**config.mk**
```make
export PLATFORM = sky130hd
export DESIGN_NAME = key_event_decoder
export DESIGN_NICKNAME = d
export VERILOG_FILES = /design/src/rtl/key_event_decoder_pkg.sv /design/src/rtl/key_event_decoder.sv
export SDC_FILE = /design/constraint.sdc
export NUM_CORES = 1
export LEC_CHECK = 0
export BUFFER_PORTS_ARGS = -buffer_cell sky130_fd_sc_hd__buf_2
export CAP_MARGIN = 15
export CORE_ASPECT_RATIO = 0.9
export CORE_MARGIN = 5
export CORE_UTILIZATION = 35
export DETAILED_ROUTE_END_ITERATION = 7
export SYNTH_ARGS = -nofsm -noshare
export SYNTH_HDL_FRONTEND = slang
export SYNTH_SLANG_ARGS = --single-unit
```
**constraint.sdc**
```tcl
create_clock -name clk -period 3.6 [get_ports clk]
set_input_delay 1.08 -clock clk [delete_from_list [all_inputs] [get_ports clk]]
set_output_delay 1.08 -clock clk [all_outputs]
set_load 0.03 [all_outputs]
```
**src/rtl/key_event_decoder_pkg.sv**
```systemverilog
// Shared key-event definitions: event polarity, default timing, decoder state encoding.
// Also imported by the key debounce filter.
package key_event_decoder_pkg;

  localparam logic KEY_DOWN = 1'b0;
  localparam logic KEY_UP   = 1'b1;

  localparam int DEF_LONG_CYC   = 75_000_000;
  localparam int DEF_REPEAT_CYC = 10_000_000;
  localparam int DEF_DCLICK_CYC = 15_000_000;

  typedef enum logic [4:0] {
    ST_IDLE    = 5'b00001,
    ST_PRESSED = 5'b00010,
    ST_HOLD    = 5'b00100,
    ST_WAIT2   = 5'b01000,
    ST_PRESS2  = 5'b10000
  } kev_state_e;

  function automatic int max3(input int a, input int b, input int c);
    int m;
    m = (a > b) ? a : b;
    return (m > c) ? m : c;
  endfunction

endpackage

```
**src/rtl/key_event_decoder.sv**
```systemverilog
// Classifies debounced key events into short / double / long / auto-repeat pulses.
//   state      | meaning
//   ST_IDLE    | key up, nothing pending
//   ST_PRESSED | first press, timing toward long detect
//   ST_HOLD    | long press detected, emitting repeat ticks
//   ST_WAIT2   | released after short press, waiting for a second press
//   ST_PRESS2  | second press of a double click, waiting for release
module key_event_decoder
  import key_event_decoder_pkg::*;
#(
  parameter int LONG_CYC   = DEF_LONG_CYC,
  parameter int REPEAT_CYC = DEF_REPEAT_CYC,
  parameter int DCLICK_CYC = DEF_DCLICK_CYC
) (
  input  logic clk,
  input  logic rst_n,
  input  logic key_flag,
  input  logic key_state,
  output logic short_pulse,
  output logic double_pulse,
  output logic long_pulse,
  output logic rep_pulse,
  output logic busy
);

  localparam int CNT_W = $clog2(max3(LONG_CYC, REPEAT_CYC, DCLICK_CYC) + 1);

  kev_state_e       state;
  logic [CNT_W-1:0] cnt;
  logic             press, release_ev;
  logic             long_tc, rep_tc, dclk_tc;
  logic             cnt_clr, cnt_run;

  assign press      = key_flag & (key_state == KEY_DOWN);
  assign release_ev = key_flag & (key_state == KEY_UP);

  assign long_tc = (cnt == CNT_W'(LONG_CYC - 1));
  assign rep_tc  = (cnt == CNT_W'(REPEAT_CYC - 1));
  assign dclk_tc = (cnt == CNT_W'(DCLICK_CYC - 1));

  assign busy = (state != ST_IDLE);

  // Counter restarts on every state change and on each repeat tick.
  always_comb begin
    cnt_clr = 1'b0;
    cnt_run = 1'b0;
    case (state)
      ST_IDLE:    cnt_clr = 1'b1;
      ST_PRESSED: begin cnt_clr = release_ev | long_tc; cnt_run = 1'b1; end
      ST_HOLD:    begin cnt_clr = release_ev | rep_tc;  cnt_run = 1'b1; end
      ST_WAIT2:   begin cnt_clr = press | dclk_tc;      cnt_run = 1'b1; end
      ST_PRESS2:  cnt_clr = release_ev;
      default:    cnt_clr = 1'b1;
    endcase
  end

  always_ff @(posedge clk or negedge rst_n) begin
    if (!rst_n) begin
      cnt <= '0;
    end else if (cnt_clr) begin
      cnt <= '0;
    end else if (cnt_run) begin
      cnt <= cnt + CNT_W'(1);
    end
  end

  always_ff @(posedge clk or negedge rst_n) begin
    if (!rst_n) begin
      state        <= ST_IDLE;
      short_pulse  <= 1'b0;
      double_pulse <= 1'b0;
      long_pulse   <= 1'b0;
      rep_pulse    <= 1'b0;
    end else begin
      short_pulse  <= 1'b0;
      double_pulse <= 1'b0;
      long_pulse   <= 1'b0;
      rep_pulse    <= 1'b0;
      case (state)
        ST_IDLE: begin
          if (press) state <= ST_PRESSED;
        end
        ST_PRESSED: begin
          if (release_ev) begin
            state <= ST_WAIT2;
          end else if (long_tc) begin
            state      <= ST_HOLD;
            long_pulse <= 1'b1;
          end
        end
        ST_HOLD: begin
          if (release_ev) begin
            state <= ST_IDLE;
          end else if (rep_tc) begin
            rep_pulse <= 1'b1;
          end
        end
        ST_WAIT2: begin
          if (press) begin
            state <= ST_PRESS2;
          end else if (dclk_tc) begin
            state       <= ST_IDLE;
            short_pulse <= 1'b1;
          end
        end
        ST_PRESS2: begin
          if (release_ev) begin
            state        <= ST_IDLE;
            double_pulse <= 1'b1;
          end
        end
        default: state <= ST_IDLE;
      endcase
    end
  end

endmodule

```
# After elaboration in Yosys (flattened, before gate mapping)
# Index checks and enable logic that the tools add are counted.
totals:
  output_inout_bits: 5
  in_bits: 4
  reg_bits: 36
  word_cells: 52
op_classes:
  reduce_logical: 4
  n_eq_ne: 13
  bitwise: 6
  n_mux: 22
  addsub: 1
ops:
  columns: ["op", "n"]
  rows:
  - ["27-bit by 24-bit equality test with 1-bit output (second input constant)", 2]
  - ["27-bit two-way mux", 2]
  - ["5-bit two-way mux", 6]
  - ["27-bit by 1-bit adder with 27-bit output (second input constant)", 1]
  - ["27-bit equality test (second input constant)", 1]
  - ["5-bit case mux with 4 select lines", 1]
  - ["1-bit two-way mux", 12]
  - ["3-bit inequality test (second input constant)", 2]
  - ["5-bit by 1-bit equality test with 1-bit output (second input constant)", 1]
  - ["5-bit by 2-bit equality test with 1-bit output (second input constant)", 1]
  - ["5-bit by 3-bit equality test with 1-bit output (second input constant)", 1]
  - ["5-bit by 4-bit equality test with 1-bit output (second input constant)", 1]
  - ["5-bit equality test (second input constant)", 1]
  - ["5-bit by 1-bit inequality test with 1-bit output (second input constant)", 1]
  - ["1-bit case mux with 4 select lines", 1]
  - ["4-bit AND reduction", 1]
  - ["1-bit OR", 3]
  - ["3-bit OR reduction", 1]
  - ["1-bit AND", 2]
  - ["2-bit by 1-bit inequality test with 1-bit output (second input constant)", 1]
  - ["2-bit inequality test (second input constant)", 1]
  - ["2-bit nonzero test", 1]
  - ["2-bit OR reduction", 1]
  - ["1-bit NOT", 1]

# Longest topological paths before layout
depth:
  ltp_word: 5
  depth_mapped: 7
  mapped_depth_nobuf: 6

# Least setup slack after synthesis
# Ideal clock, no wire load.
synth_path:
  path_kind: "register to register"
  startpoint: "reg cnt[21]"
  endpoint: "reg cnt[26]"
  period_less_slack_ns: 2.553
  required_time_ns: 3.459
  path_slack_ns: 1.047
  path_buffers: 1
  stages_incl_launch_ff: 7
  arrival_ns: 2.412
  setup_time_ns: 0.141
  cell_sequence: "dfrtp_1 -> or4b_1 -> or4b_1 -> or4_4 -> a31oi_4 -> buf_6 -> nor3_1"
synth_between:
  elab_chain_cells: 4
  elab_cells_between_ends: 11
  classes_between: "add/sub (1); eq/ne (3); mux (3); bitwise (3); reduce/logical (1)"
synth_lines:
  columns: ["item", "line_no", "rtl"]
  rows:
  - ["start: declaration", "key_event_decoder.sv:29", "logic [CNT_W-1:0] cnt;"]
  - ["start signal: assignment", "key_event_decoder.sv:63", "cnt <= cnt + CNT_W'(1);"]
  - ["branches (longest 4 deep; another with 27-bit by 1-bit adder with 27-bit output)", null, null]
# Parallel ways; which one is timed is not known. The select of a mux whose other input is x is not followed.
# A chain may end at the register's enable or synchronous reset.

# Worst setup path after layout
layout_path:
  startpoint: "reg cnt[21]"
  endpoint: "reg cnt[5]"
layout_between:
  elab_chain_cells: 4
  elab_cells_between_ends: 9
  classes_between: "eq/ne (3); mux (2); bitwise (3); reduce/logical (1)"
layout_lines:
  columns: ["item", "line_no", "rtl"]
  rows:
  - ["27-bit by 24-bit equality test with 1-bit output (tied with other cells)", "key_event_decoder.sv:39", "assign dclk_tc = (cnt == CNT_W'(DCLICK_CYC - 1));"]
  - ["1-bit OR (on tied branches)", "key_event_decoder.sv:51, key_event_decoder.sv:49, key_event_decoder.sv:50", null]
  - ["1-bit case mux with 4 select lines (*)", "key_event_decoder.sv:47", "case (state)"]
  - ["27-bit two-way mux or 2-bit nonzero test (tied branches)", null, null]
# Every way passes the cells marked *; elsewhere a longest branch is shown, timed or not.

==> metrics.yaml <==
synth_edf_count: 0
final_net_count: 240
cts_buffers: 5
ys_dominant_reg_cell: "dfrtp_1"
routed_via_density: 5.66
path_clk_slew_ns: 0.08
worstSetupStartpointType: "flip-flop"
max-cap-violations: 0
vdd_ir_drop_max_mv: 0.242
async_reset_ff_share_pct: 100
synth_nets: 231
synth_area_um2: 2140
initial_utilization_pct: 35.4
cts_setup_buffers: 0
hold_buffers: 0
areaGrowthSynthToFinish_pct: 8.24
hold_path.class: "flip-flop to flip-flop"
num_vias: 1742
p_per_area_nw_per_um2: 338
drc: 0
drt_iter0_drc: 196
die_h_um: 84.2
layout_common_cells: "dfrtp_1, nor3_1, xnor2_1"
dieWidth_um: 92.4
dieArea_um2: 7780
synth_seq_cells: 36
period_share_pct: 77.2
setup_violations: 0
worstPathRequired_ns: 3.75
instances_no_fill: 308
critical_path_arrival_ns: 2.93
first_pass_iters: 4
io_pins: 9
relSlewSlack_pct: 30.1
grt_pass1_wl_mm: 8.93
status: "finished, final reports clean"
fin_area_um2: 2320
rows: 27
fmax_mhz: 360
globalplace.congestion: 0.840
cts.sink_count: 36
final_common_cell: "dfrtp_1"
insertion_delay_ns: 0.29
power.total_uw: 783
layout-drive-gt1-share_pct: 13.1
avgSynthCellArea_um2: 9.47
core_area_um2: 6050
drtAntennaViolNets: 0
finalMaxSlewViolations: 0
critPathCaptureType: "flip-flop"
wire_per_inst_um: 15.9
cts.repair.resized: 0
critPathMaxFanout: 25
placed_area_um2: 2220
placed_cells: 300
hpwlAfterDp_mm: 3.42
skew_ns: 0.0123
grt_max_degree: 37
setup_tns_ns: 0
netlist_instances: 226
ys_types: 50
num_antenna_cells: 0
hold_viol_final: 0
whs_ns: 0.582
cts_buffer_depth: 2
grt_pass1_vias: 1696
htreeDepth: 2
critical_path_class: "flip-flop to flip-flop"
period_minus_slack_ns: 2.78
rsz0062_at_grt: "false"
p_leak_nw: 0.843
fillers: 608
cts_tree: "built"
io_buffers: 8
grt_overflow: 0
grt_usage_pct: 14.2
drt_wl_total_mm: 4.91
antenna_found_initial: 0
cts-root-buf: "clkbuf_8"
yosysWarnings: 0
seq_area_frac_synth_pct: 42.1
worst_pin_slew_ns: 1.05
-- metrics by stage --
step,worst slack [ns],utilization [%]
6_report,0.822,38.3
5_1_grt,0.694,38.3
4_1_cts,0.826,38.3
3_5_place_dp,0.842,36.8
3_3_place_gp,0.862,36.8
2_1_floorplan,1.05,-
-- layer usage --
metal / up-vias / share of wire (%) / GRT usage [%]
met5: - / 0 / 0
met2: 32 / 42 / 19.8
li1: 869 / - / -
met4: 0 / 1.3 / 4.86
met1: 837 / 53 / 21.4
met3: 4 / 3.0 / 3.14
-- cells in the mapped netlist, drive strengths merged, types with 2 or more instances --
cell      n  area [um^2]
a21oi     4         20.0
clkbuf    3         11.3
or3       5         32.5
and2      4         25.0
nand4b    2         17.5
xnor2    21          184
nor2     11         41.3
nand3    13         65.1
nand2    19         71.3
and3      4         25.0
and4      4         36.3
and2b     2         17.5
a211oi    5         37.5
or4b      2         20.0
inv       5         18.8
xor2      3         26.3
o211ai    2         20.0
nand4     4         25.0
nor3b     2         15.0
or4       2         18.8
o21ai     6         30.0
nor3     29          155
dfrtp    35          876
o22ai     3         18.8
o2111ai   2         23.8
buf       5         50.0
nor4     12         75.1
nand3b    2         15.0
-- worst paths after layout --
kind,start,slack (ns),depth (start not counted),endpoint
setup / recovery,cnt[21],0.82,6,cnt[5]
hold / removal,cnt[26],0.58,2,cnt[26]
setup reg to reg,cnt[21],0.82,6,cnt[5]
hold reg to reg,cnt[26],0.58,2,cnt[26]
max in group asynchronous,rst_n,2.23,1,state[3]
min in group asynchronous,rst_n,0.87,1,cnt[17]
-- area by class of cell --
| class | count | area [um^2] | share of cell area, % |
|---|---|---|---|
| multi-input combinational | 177 | 1160 | 50.0 |
| sequential | 36 | 902 | 38.9 |
| tap | 72 | 90.1 | 3.89 |
| clock buffer | 6 | 82.6 | 3.56 |
| timing repair buffer | 10 | 55.1 | 2.38 |
| inverter | 5 | 18.8 | 0.810 |
| clock inverter | 2 | 10.0 | 0.432 |
-- critical path, cell delays in order, from the launching register on --
cell and delay, ns:
dfrtp_1 0.43, or4b_1 0.52, or4b_1 0.52, or4_4 0.59, a31oi_4 0.17, buf_4 0.31
nor3_1 0.10
-- registers in the layout, summed over array words and instances (netlist names) --
signal and cells:
cnt 27, state 5, double_pulse 1, long_pulse 1
rep_pulse 1, short_pulse 1
-- cells by family after synthesis --
| logic type | share of synthesized area (%) |
|---|---|
| AOI/OAI and AO/OA | 10.1 |
| xor gates and xnor gates | 9.82 |
| adders and majority gates | 0.584 |
| buffers and inverters | 3.74 |
| DFF | 42.1 |
| and+or+nand+nor | 33.7 |
-- report_power, final --
part / leakage, nW / switching, mW / internal [mW] / total [mW]
registers: 0.499 / 0.00878 / 0.410 / 0.419
clock network: 0.0510 / 0.148 / 0.153 / 0.301
logic: 0.293 / 0.0476 / 0.0162 / 0.0637
total: 0.843 / 0.204 / 0.579 / 0.783
Power figures use the tool's default switching activity.
